File: src/rtl/ws2812_rx.sv
// WS2812 single-wire receiver: decodes the first 24 bits after a latch into G/R/B bytes.
// Define WS2812_RX_FORWARD_EN to re-drive bits 25 onward on o_dout; otherwise o_dout is tied low.
module ws2812_rx #(
  parameter int CLK_FREQ  = 16000000,
  parameter int T_THRESH  = int'((64'(CLK_FREQ) * 64'd6) / 64'd10000000),
  parameter int T_GLITCH  = 2,
  parameter int LATCH_MIN = CLK_FREQ / 20000
) (
  input  logic       i_clk,
  input  logic       i_rst,
  input  logic       i_ws2812,
  output logic [7:0] o_green,
  output logic [7:0] o_red,
  output logic [7:0] o_blue,
  output logic       o_valid,
  output logic       o_dout,
  output logic       o_busy,
  output logic       o_err
);

  localparam int CW = $clog2(LATCH_MIN + 1);
  localparam logic [CW-1:0] THRESH_C = CW'(T_THRESH);
  localparam logic [CW-1:0] GLITCH_C = CW'(T_GLITCH);
  localparam logic [CW-1:0] LATCH_C  = CW'(LATCH_MIN);
  localparam logic [CW-1:0] HI_MAX   = '1;

  typedef enum logic [1:0] {SYNC, IDLE, CAPTURE, FORWARD} state_e;

  logic          sync1_q, sync2_q, line_q;
  logic          rise, fall, latch, stuck;
  state_e        state_q, state_d;
  logic [CW-1:0] hi_cnt_q, hi_cnt_d;
  logic [CW-1:0] lo_cnt_q, lo_cnt_d;
  logic [4:0]    bit_cnt_q, bit_cnt_d;
  logic [23:0]   shift_q, shift_d;
  logic          load_q, load_d;
  logic [7:0]    green_q, green_d, red_q, red_d, blue_q, blue_d;
  logic          valid_q, valid_d;
  logic          err_q, err_d;
  logic          busy_q, busy_d;

  // NOTE: every variable gets a default at the top of always_comb so no path can infer a latch.
  always_comb begin
    rise  = sync2_q & ~line_q;
    fall  = ~sync2_q & line_q;
    latch = (lo_cnt_q == LATCH_C);
    stuck = sync2_q && (hi_cnt_q == HI_MAX);

    // The rising-edge cycle is the first high cycle, so a fall sees hi_cnt equal to the high time.
    hi_cnt_d = hi_cnt_q;
    if (rise)
      hi_cnt_d = CW'(1);
    else if (sync2_q && (hi_cnt_q != HI_MAX))
      hi_cnt_d = hi_cnt_q + 1'b1;

    lo_cnt_d = lo_cnt_q;
    if (rise)
      lo_cnt_d = '0;
    else if (!sync2_q && (lo_cnt_q != LATCH_C))
      lo_cnt_d = lo_cnt_q + 1'b1;

    state_d   = state_q;
    bit_cnt_d = bit_cnt_q;
    shift_d   = shift_q;
    load_d    = 1'b0;
    err_d     = 1'b0;

    unique case (state_q)
      SYNC: begin
        if (latch) state_d = IDLE;
      end
      IDLE: begin
      end
      CAPTURE: begin
        if (latch) begin
          err_d     = (bit_cnt_q != 5'd0);
          state_d   = IDLE;
          bit_cnt_d = 5'd0;
        end else if (stuck) begin
          err_d     = 1'b1;
          state_d   = SYNC;
          bit_cnt_d = 5'd0;
        end else if (fall) begin
          if (hi_cnt_q < GLITCH_C) begin
            err_d     = 1'b1;
            state_d   = SYNC;
            bit_cnt_d = 5'd0;
          end else begin
            shift_d   = {shift_q[22:0], (hi_cnt_q >= THRESH_C)};
            bit_cnt_d = bit_cnt_q + 5'd1;
            if (bit_cnt_q == 5'd23) begin
              load_d  = 1'b1;
              state_d = FORWARD;
            end
          end
        end
      end
      FORWARD: begin
        if (latch) begin
          state_d   = IDLE;
          bit_cnt_d = 5'd0;
        end else if (stuck || (fall && (hi_cnt_q < GLITCH_C))) begin
          err_d     = 1'b1;
          state_d   = SYNC;
          bit_cnt_d = 5'd0;
        end
      end
      default: state_d = SYNC;
    endcase

    // A latch resolved above lands in IDLE first, so a coincident rise still opens a new frame.
    if ((state_d == IDLE) && rise) begin
      state_d   = CAPTURE;
      bit_cnt_d = 5'd0;
    end

    green_d = load_q ? shift_q[23:16] : green_q;
    red_d   = load_q ? shift_q[15:8]  : red_q;
    blue_d  = load_q ? shift_q[7:0]   : blue_q;
    valid_d = load_q;
    busy_d  = (state_d == CAPTURE) || (state_d == FORWARD);
  end

`ifdef WS2812_RX_FORWARD_EN
  logic dout_q, dout_d;
  always_comb dout_d = (state_d == FORWARD) & sync2_q;
  assign o_dout = dout_q;
`else
  assign o_dout = 1'b0;
`endif

  // NOTE: sequential state uses non-blocking assignments so every flop samples pre-edge values.
  always_ff @(posedge i_clk) begin
    if (i_rst) begin
      sync1_q   <= 1'b0;
      sync2_q   <= 1'b0;
      line_q    <= 1'b0;
      state_q   <= SYNC;
      hi_cnt_q  <= '0;
      lo_cnt_q  <= '0;
      bit_cnt_q <= 5'd0;
      shift_q   <= 24'd0;
      load_q    <= 1'b0;
      green_q   <= 8'd0;
      red_q     <= 8'd0;
      blue_q    <= 8'd0;
      valid_q   <= 1'b0;
      err_q     <= 1'b0;
      busy_q    <= 1'b0;
`ifdef WS2812_RX_FORWARD_EN
      dout_q    <= 1'b0;
`endif
    end else begin
      sync1_q   <= i_ws2812;
      sync2_q   <= sync1_q;
      line_q    <= sync2_q;
      state_q   <= state_d;
      hi_cnt_q  <= hi_cnt_d;
      lo_cnt_q  <= lo_cnt_d;
      bit_cnt_q <= bit_cnt_d;
      shift_q   <= shift_d;
      load_q    <= load_d;
      green_q   <= green_d;
      red_q     <= red_d;
      blue_q    <= blue_d;
      valid_q   <= valid_d;
      err_q     <= err_d;
      busy_q    <= busy_d;
`ifdef WS2812_RX_FORWARD_EN
      dout_q    <= dout_d;
`endif
    end
  end

  assign o_green = green_q;
  assign o_red   = red_q;
  assign o_blue  = blue_q;
  assign o_valid = valid_q;
  assign o_busy  = busy_q;
  assign o_err   = err_q;

endmodule
File: config.mk
export PLATFORM = sky130hd
export DESIGN_NAME = ws2812_rx
export DESIGN_NICKNAME = d
export VERILOG_FILES = /design/src/rtl/ws2812_rx.sv
export SDC_FILE = /design/constraint.sdc
export NUM_CORES = 1
export LEC_CHECK = 0
export ABC_AREA = 1
export BUFFER_PORTS_ARGS = -buffer_cell sky130_fd_sc_hd__buf_2
export CAP_MARGIN = 20
export CORE_MARGIN = 2
export CORE_UTILIZATION = 63
export CTS_CLUSTER_SIZE = 25
export DETAILED_ROUTE_END_ITERATION = 12
export MAX_ROUTING_LAYER = met4
export PLACE_DENSITY = 0.92
export REMOVE_ABC_BUFFERS = 1
export SETUP_SLACK_MARGIN = 0.3
export SLEW_MARGIN = 20
export SYNTH_ARGS = -nofsm -noshare
export SYNTH_HDL_FRONTEND = slang
export SYNTH_SLANG_ARGS = --single-unit
File: constraint.sdc
create_clock -name i_clk -period 2.5 [get_ports i_clk]
set_input_delay 0.125 -clock i_clk [delete_from_list [all_inputs] [get_ports i_clk]]
set_output_delay 0.125 -clock i_clk [all_outputs]
set_load 0.05 [all_outputs]
==> run metrics <==
Final Cycle Share=76.67%; core area=5439 µm²; unrepaired setup endpoints after global routing=no; first-pass GRT wire length=11,810 µm; routed vias/inst=5.401; # DRC=0; Final HPWL DP=about 4700 µm; Syn. warnings=0; register bit total from synthesis=81; Avg WL per Cell=12.68 µm; Multi-input gate area=roughly 1500 µm²; CP Class=reg -> reg; die width=78.61 µm; Resized cells post-CTS=0; Setup crit end kind=flop; headroom to the max-slew limit=62.06%; Vias=2,987; htree depth=3; Nets=486; Worst EP required=2.80 ns; Final ANT Viol Nets=0; diodes inserted=0; pre-CTS setup slack=0.6541 ns; Die H=~79 µm; Synth cell types=38; Root Buffer=clkbuf_8; Worst-path clk slew=approximately 0.080 ns; routability cong.=around 0.95; Initial DRC Count=177; Initial Utilization=64.48%; # fillers=between 400 and 500; Pwr Total=2.274 mW; Critical Path Fanout Max=49; sequential area share after synthesis=46.24%; final setup skew=0.01111 ns; minimum clock period=around 1.9 ns; Leak=between 1.5 and 2 nW; Max Freq=around 0.52 GHz; number of global-route vias before repair=approximately 2,700; Overflow after GRT=0; Worst EP arrival=between 2 and 2.5 ns; layout cells sized above 1=17.46%; Clk Latency, worst-skew pair=0.37 ns; number of port buffers=29; CTS sink count=81; clock buffer depth=2; Hold Crit Class=in -> reg; Total GRT Usage=roughly a quarter; mapped cell area=about 3500 µm²; endpoints failing setup=0; CTS Buf Count=9; row count=27; status=finished, final reports clean; Slew Limit Fails=0; P&R area growth vs syn=10.27%; Gate Count Post-Synth=450; Max-cap violations=0; Pwr Density=roughly 590 nW/µm²; CP Launch Type=flop; VDD IR max=475.2 µV; DRT Pass-1 Iters=5; final worst slack=0.5833 ns; clock tree from TritonCTS=yes; number of placed I/O pins=31; largest net degree at the start of global routing=50; syn_area_per_cell=around 8 µm²; Die ar.=roughly 6200 µm²; Hold Fails Final Rpt=0; FF/Latch Area=~1600 µm²; worst slew pin tran=~0.57 ns; initial antenna violation count=0; Routed Wire Length=roughly 7000 µm
-- logic make-up (layout without fill, tap and decap cells) --
group | Yosys count | in the layout | synth area share [%]
simple gates | 141 | 141 | 19.44
compound gates | 131 | 131 | 20.12
buf+inv | 82 | 113 | 9.846
flops | 81 | 81 | 46.24
fa+ha+maj | 7 | 7 | 2.497
xor+xnor | 7 | 7 | 1.748
other cells | 1 | 1 | 0.1069
-- sequential cells by signal, indices dropped and copies added (netlist names) --
register,cells
o_green,8
lo_cnt_q,10
sync2_q,1
o_blue,8
state_q,2
load_q,1
o_err,1
o_valid,1
bit_cnt_q,5
sync1_q,1
line_q,1
shift_q,24
o_red,8
hi_cnt_q,10
-- worst paths after layout --
path                                 start                       to  slack [ns]  cells after the start
setup reg to reg  lo_cnt_q[0]$_SDFFE_PP0P_  shift_q[5]$_SDFFE_PP0P_        0.58                     10
setup / recovery  lo_cnt_q[0]$_SDFFE_PP0P_  shift_q[5]$_SDFFE_PP0P_        0.58                     10
hold reg to reg         sync1_q$_SDFF_PP0_       sync2_q$_SDFF_PP0_        0.43                      2
hold / removal                       i_rst    state_q[1]$_SDFF_PP0_        0.08                      2
-- cell usage after synthesis, drive strengths merged --
cell / number / area share, %
clkinv: 1 / 0.11
nand2: 66 / 7.9
nand3: 21 / 3.6
nand4: 3 / 0.54
o21bai: 1 / 0.21
clkbuf: 10 / 1.1
a31oi: 1 / 0.18
a21oi: 68 / 11
xnor2: 1 / 0.25
dfxtp: 81 / 46
buf: 8 / 1.9
o311ai: 1 / 0.25
o21ai: 58 / 8.3
ha: 7 / 2.5
inv: 63 / 6.7
o21a: 2 / 0.43
xor2: 6 / 1.5
or2: 1 / 0.18
conb: 1 / 0.11
nor3: 14 / 2.6
nor3b: 2 / 0.57
nor2: 34 / 4.0
-- layer usage --
metal / part of all wire [%] / GRT usage, % / wire (µm)
met3: 4.1 / 4.253 / 285
met4: 2.6 / 15.44 / 184
met2: 47 / 38.12 / 3321
met5: 0 / - / 0
met1: 46 / 30.46 / 3219
-- worst max-delay path, cell delays in order, from the launching register on --
cell	delay [ns]
dfxtp_1	0.44
inv_1	0.12
ha_1	0.21
nand2_1	0.06
nor2_1	0.05
nand3_2	0.11
nand2_4	0.11
nor3_4	0.21
buf_12	0.26
o21ai_0	0.14
a21oi_2	0.15
-- cells in the final DEF, fill, tap and decap left out, types with 2 or more instances in the layout --
master / n
o21a_1: 2
clkinv_4: 2
nor3_1: 11
nand3_1: 18
xor2_1: 6
o21ai_1: 23
nand4_1: 3
a21oi_1: 58
nand2_4: 2
clkinvlp_4: 2
dfxtp_1: 81
nor2_2: 2
ha_1: 7
a21oi_2: 10
nand2_2: 6
nand3_2: 2
buf_2: 29
buf_4: 2
inv_6: 2
inv_2: 7
o21ai_0: 35
nor3_2: 2
nor2_1: 31
inv_1: 56
clkbuf_8: 9
nand2_1: 58
-- stage by stage --
step / setup TNS [ns] / area (µm²) / std cells / util [%] / hold WS, ns
finish: 0 / 3867 / 553 / 71.11 / 0.07682
global route: 0 / 3867 / 553 / 71.11 / 0.08861
CTS: 0 / 3867 / 553 / 71.11 / 0.07150
detailed placement: 0 / 3672 / 536 / 67.52 / 0.3407
global placement: 0 / 3672 / 536 / 67.52 / 0.3346
floorplan: -0.9288 / 3402 / 432 / - / 0.1941
-- repair_timing --
item	CTS	global route
setup buffers	0	0
hold buffers	1	0
hold endpoints to repair	1	0
-- final cells by class --
type                            count  share of cell area (%)
Clock buffer                        9                   3.203
Clock inverter                      7                   1.585
Inverter                           64                   6.212
Multi-Input combinational cell    287                   39.83
Sequential cell                    81                   41.93
Tap cell                           72                   2.329
Timing Repair Buffer               33                   4.917
-- power by group --
group	switching, mW	internal, mW	leakage [nW]
Sequential	0.00919	1.30	0.653
Combinational	0.0575	0.0225	0.769
Clock	0.510	0.377	0.0884
Total	0.577	1.70	1.51
Note: power is estimated with default switching activity, not from simulation.
